<file path="src/rtl/uart_rx_fifo.sv">
// UART 8N1 receiver feeding a first-word-fall-through byte FIFO, with sticky
// framing/overrun flags and registered RTS flow control.
module uart_rx_fifo #(
  parameter int CLK_DIV       = 16,
  parameter int FIFO_AW       = 4,
  parameter int RTS_THRESHOLD = 12
) (
  input  logic       clk,
  input  logic       resetn,
  input  logic       rx,
  output logic       rts,
  output logic       rd_valid,
  output logic [7:0] rd_data,
  input  logic       rd_ready,
  output logic       framing_err,
  output logic       overrun,
  input  logic       clr_err
);

  localparam int                CW     = $clog2(CLK_DIV);
  localparam int                DEPTH  = 1 << FIFO_AW;
  localparam logic [CW-1:0]     HALF   = CW'(CLK_DIV / 2 - 1);
  localparam logic [CW-1:0]     LAST   = CW'(CLK_DIV - 1);
  localparam logic [FIFO_AW:0]  THRESH = (FIFO_AW + 1)'(RTS_THRESHOLD);

  typedef enum logic [2:0] {
    S_IDLE,
    S_START,
    S_DATA,
    S_STOP,
    S_BREAK
  } state_t;

  state_t             state;
  logic               rx_m;
  logic               rx_s;
  logic [CW-1:0]      cnt;
  logic [2:0]         bit_idx;
  logic [7:0]         shreg;

  logic [7:0]         mem [DEPTH];
  logic [FIFO_AW-1:0] wr_ptr;
  logic [FIFO_AW-1:0] rd_ptr;
  logic [FIFO_AW:0]   count;

  logic stop_sample;
  logic pop;
  logic accepting;
  logic push;
  logic frame_bad;
  logic drop;

  // Handshake: a byte transfers on any cycle where rd_valid and rd_ready are
  // both high; rd_data is stable while rd_valid is high and not popped.
  assign rd_valid    = (count != '0);
  assign rd_data     = rd_valid ? mem[rd_ptr] : 8'h00;
  assign pop         = rd_valid && rd_ready;
  assign accepting   = !count[FIFO_AW] || pop;
  assign stop_sample = (state == S_STOP) && (cnt == LAST);
  assign push        = stop_sample && rx_s && accepting;
  assign drop        = stop_sample && rx_s && !accepting;
  assign frame_bad   = stop_sample && !rx_s;

  // Synchronizer idles high so reset never looks like a start bit.
  always_ff @(posedge clk or negedge resetn) begin
    if (!resetn) begin
      rx_m <= 1'b1;
      rx_s <= 1'b1;
    end else begin
      rx_m <= rx;
      rx_s <= rx_m;
    end
  end

  always_ff @(posedge clk or negedge resetn) begin
    if (!resetn) begin
      state   <= S_IDLE;
      cnt     <= '0;
      bit_idx <= '0;
      shreg   <= '0;
    end else begin
      case (state)
        S_IDLE: begin
          if (!rx_s) begin
            cnt   <= '0;
            state <= S_START;
          end
        end
        S_START: begin
          if (cnt == HALF) begin
            cnt     <= '0;
            bit_idx <= '0;
            state   <= rx_s ? S_IDLE : S_DATA;
          end else begin
            cnt <= cnt + 1'b1;
          end
        end
        S_DATA: begin
          if (cnt == LAST) begin
            cnt     <= '0;
            shreg   <= {rx_s, shreg[7:1]};
            bit_idx <= bit_idx + 3'd1;
            if (bit_idx == 3'd7) state <= S_STOP;
          end else begin
            cnt <= cnt + 1'b1;
          end
        end
        S_STOP: begin
          // Leave at mid stop bit so the next start edge is caught early.
          if (cnt == LAST) begin
            cnt   <= '0;
            state <= rx_s ? S_IDLE : S_BREAK;
          end else begin
            cnt <= cnt + 1'b1;
          end
        end
        S_BREAK: begin
          if (rx_s) state <= S_IDLE;
        end
        default: state <= S_IDLE;
      endcase
    end
  end

  always_ff @(posedge clk) begin
    if (push) mem[wr_ptr] <= shreg;
  end

  always_ff @(posedge clk or negedge resetn) begin
    if (!resetn) begin
      wr_ptr <= '0;
      rd_ptr <= '0;
      count  <= '0;
    end else begin
      if (push) wr_ptr <= wr_ptr + 1'b1;
      if (pop)  rd_ptr <= rd_ptr + 1'b1;
      case ({push, pop})
        2'b10:   count <= count + 1'b1;
        2'b01:   count <= count - 1'b1;
        default: count <= count;
      endcase
    end
  end

  // A set event in the same cycle as clr_err leaves the flag set.
  always_ff @(posedge clk or negedge resetn) begin
    if (!resetn) begin
      rts         <= 1'b1;
      framing_err <= 1'b0;
      overrun     <= 1'b0;
    end else begin
      rts <= (count >= THRESH);
      if (frame_bad)    framing_err <= 1'b1;
      else if (clr_err) framing_err <= 1'b0;
      if (drop)         overrun <= 1'b1;
      else if (clr_err) overrun <= 1'b0;
    end
  end

endmodule
</file>
<file path="config.mk">
export PLATFORM = sky130hd
export DESIGN_NAME = uart_rx_fifo
export DESIGN_NICKNAME = d
export VERILOG_FILES = /design/src/rtl/uart_rx_fifo.sv
export SDC_FILE = /design/constraint.sdc
export NUM_CORES = 1
export LEC_CHECK = 0
export BUFFER_PORTS_ARGS = -buffer_cell sky130_fd_sc_hd__buf_4
export CORE_UTILIZATION = 35
export DETAILED_ROUTE_END_ITERATION = 6
export GPL_TIMING_DRIVEN = 0
export MAX_ROUTING_LAYER = met4
export PLACE_DENSITY = 0.54
export SLEW_MARGIN = 0
export SYNTH_ARGS = -nofsm -noshare
export SYNTH_HDL_FRONTEND = slang
export SYNTH_SLANG_ARGS = --single-unit
</file>
<file path="constraint.sdc">
create_clock -name clk -period 3.8 [get_ports clk]
set_clock_uncertainty 0.05 [all_clocks]
set_input_delay 0.19 -clock clk [delete_from_list [all_inputs] [get_ports clk]]
set_output_delay 0.19 -clock clk [all_outputs]
set_load 0.005 [all_outputs]
</file>
==> reports/qor.csv <==
stage;metric;value;unit
placement;pre-CTS setup slack;608;ps
timing;Min Hold Slack;43.1;ps
timing;relative slew slack;0.529;
worst_hold_path;Hold Path Class;in -> reg;
timing;final worst path period share;0.851;
logic_synthesis;Syn Inst Count;388;
layout;Area Overhead vs Synth;15.3;%
detailed_routing;wire per inst;19.3;µm
worst_setup_path;R2R cell count;13;
logic_synthesis;Avg Cell Area, Syn;17.8;µm²
placement;I/O Buffers;16;
power;Power Density;633;nW/µm²
clock_network;Clock Tree Root;clkbuf_16;
worst_setup_path;reg2reg end;count[4]$_DFFE_PN0P_;
logic_synthesis;most area-hungry cell type in the Yosys netlist;edfxtp_1;
timing;RSZ-0062 raised after global routing;no;
logic_synthesis;register area share after synthesis;0.687;
power;Leak Pwr;2.73;nW
floorplanning;Initial Util;0.356;
logic_synthesis;Synth top area share;0.556;
worst_setup_path;CP required;4060;ps
floorplanning;IO Pins;17;
timing;final worst slack;567;ps
logic_synthesis;Post-synth ARST share;0.220;
detailed_routing;TritonRoute pass-1 iters;4;
logic_synthesis;#FFs+latches synth;164;
layout;fin area;7970;µm²
worst_setup_path;worst-path fanout max;10;
global_route;gr ovfl total;0;
power;VDD IR max;0.336;mV
timing;clock period minus final worst setup slack;3230;ps
status;status;finished clean;
global_route;vias in the first global route;3557;
logic_synthesis;commonest register cell after synthesis;edfxtp_1;
placement;DP HPWL;8550;µm
logic_synthesis;Synth Warn #;0;
logic_synthesis;Yosys cell types;47;
detailed_routing;DR vias;3490;
timing;final-report setup violation count;0;
floorplanning;die footprint;20300;µm²
detailed_routing;Routed Antenna Nets;0;
worst_setup_path;r2r setup slk;570;ps
worst_setup_path;Worst Setup EP;count[4]$_DFFE_PN0P_;
logic_synthesis;Syn Nets;405;
global_route;antenna violations before repair;0;
placement;GPL Wtd Cong;0.787;
detailed_routing;WL final;13600;µm
floorplanning;placeable core region;19400;µm²
detailed_routing;# DRC;0;
floorplanning;Die X;143;µm
clock_network;Worst-path clk slew;60;ps
logic_synthesis;Post-synth EDFFs;128;
worst_setup_path;crit path DAT;3490;ps
timing;setup TNS;0;ps
worst_setup_path;critical path launch point;cnt[0]$_DFFE_PN0P_;
global_route;largest net degree at the start of global routing;37;
timing;f_max;0.309;GHz
layout;FF/Latch Area;4750;µm²
logic_synthesis;synthesized area;6910;µm²
worst_setup_path;Worst setup SP type;flip-flop;
layout;Diodes inserted;0;
layout;fin nets;443;
layout;Multi-input gate area;1970;µm²
timing;max-slew violation count;0;
clock_network;H-tree lvl count;4;
placement;DP Area;7360;µm²
worst_setup_path;crit path kind;reg -> reg;
timing;final hold violation count;0;
placement;dpl cells;669;
global_route;GR Util All Layers;0.152;
logic_synthesis;synth top area cells;edfxtp_1, dfrtp_1, mux4_2;
layout;fin util;0.411;
clock_network;number of buffers created by CTS;17;
timing;measured slew at the worst slew-check pin;706;ps
clock_network;TritonCTS clock tree;yes;
worst_setup_path;FF-to-FF Start;cnt[0]$_DFFE_PN0P_;
clock_network;Max Root-Sink Buffers;2;
job;maxcap violations;0;
layout;Final Non-Filler Cells;703;
layout;fraction of layout cells with a size suffix above 1;0.253;
layout;number of fill cells;1773;
floorplanning;Core Rows;51;
worst_hold_path;Hold Path Stages;3;
global_route;global-route wire length before repair;21400;µm
clock_network;Post-CTS Setup Bufs;0;
floorplanning;die height;143;µm
clock_network;# clock sinks;164;
detailed_routing;Iter 0 DRT Violations;167;
detailed_routing;number of vias per cell;4.96;
worst_hold_path;hold path startpoint;rd_ready;
clock_network;Clock Latency Late Sink;420;ps
worst_setup_path;Worst setup EP type;flip-flop;
power;Design Power;5.04;mW
## how the worst min path moves through the flow
| stage | to | slack (ps) |
|---|---|---|
| after floorplan | bit_idx[0]$_DFFE_PN0P_ | -160 |
| after global placement | cnt[0]$_DFFE_PN0P_ | 130 |
| after detailed placement | cnt[1]$_DFFE_PN0P_ | 140 |
| after CTS | rd_ptr[3]$_DFFE_PN0P_ | 20 |
| after global routing | rd_ptr[2]$_DFFE_PN0P_ | 50 |
| final | rd_ptr[2]$_DFFE_PN0P_ | 40 |
## cell families after synthesis
group / Yosys count / synth area share
XOR/XNOR: 11 / 0.0139
buffers and inverters: 30 / 0.0286
flip-flops: 164 / 0.687
AND/OR/NAND/NOR: 64 / 0.0516
AO/OA/AOI/OAI: 47 / 0.0433
adder cells (fa/ha/maj): 12 / 0.0217
multiplexers: 60 / 0.154
## cell usage after synthesis (3+ instances only)
| library cell | instances |
|---|---|
| a21o_1 | 3 |
| a21oi_1 | 13 |
| a22o_1 | 4 |
| and2_1 | 6 |
| and3_1 | 13 |
| buf_2 | 8 |
| buf_4 | 6 |
| dfrtp_1 | 33 |
| dfstp_2 | 3 |
| edfxtp_1 | 128 |
| ha_1 | 12 |
| inv_1 | 9 |
| mux2_2 | 20 |
| mux2i_1 | 8 |
| mux4_1 | 10 |
| mux4_2 | 22 |
| nand2_1 | 14 |
| nand3_1 | 3 |
| nor2_1 | 7 |
| nor2b_1 | 4 |
| nor3_1 | 4 |
| o21ai_0 | 13 |
| o21ai_1 | 4 |
| xnor2_1 | 10 |
## cell type report
class | instances | share of cell area
buffer | 21 | 0.0206
clock buffer | 17 | 0.0534
clock inverter | 14 | 0.0190
inverter | 9 | 0.00424
multi-input combinational | 194 | 0.247
sequential | 164 | 0.596
tap | 265 | 0.0416
timing repair buffer | 19 | 0.0188
## timing repair
| action | 4_1_cts | 5_1_grt |
|---|---|---|
| endpoints found under the hold margin | 35 | 0 |
| resized for setup | 0 | 0 |
| hold buffers | 3 | 0 |
## where the power goes
part	internal, mW	leakage, nW	switching, mW
sequential	2.00	1.50	0.0710
combinational	0.667	0.956	0.628
clock	0.972	0.276	0.705
## metal layers
| layer | routed length, µm | global-route usage |
|---|---|---|
| met1 | 6580 | 0.202 |
| met2 | 6460 | 0.233 |
| met3 | 405 | 0.0347 |
| met4 | 131 | 0.0424 |
| met5 | 0 | - |
## flip-flops by register name, indices dropped and copies added (netlist names)
register     count
rx_s             1
state            3
rx_m             1
shreg            8
wr_ptr           4
framing_err      1
bit_idx          3
rd_ptr           4
mem            128
cnt              4
rts              1
overrun          1
count            5
## cells in the final DEF (no fill, tap or decap), types with 10 or more instances in the layout
cell type / Yosys / routed
buf_4: 6 / 22
o21ai_0: 13 / 13
dfrtp_1: 33 / 33
and3_1: 13 / 13
nand2_1: 14 / 14
a21oi_1: 13 / 13
clkbuf_16: 0 / 17
mux2_2: 20 / 20
xnor2_1: 10 / 10
ha_1: 12 / 12
mux4_1: 10 / 10
edfxtp_1: 128 / 128
mux4_2: 22 / 22
## worst max-delay path, stage by stage (launching register included)
cell,delay (ps)
dfrtp_1,400
ha_1,240
and3b_1,200
and4b_1,180
buf_2,170
inv_1,130
ha_1,190
clkbuf_1,380
xor2_1,130
ha_1,230
o211a_1,240
o21ai_0,180
o41ai_1,100
nor4_1,300
No activity file was read; power rests on OpenSTA's default activity.
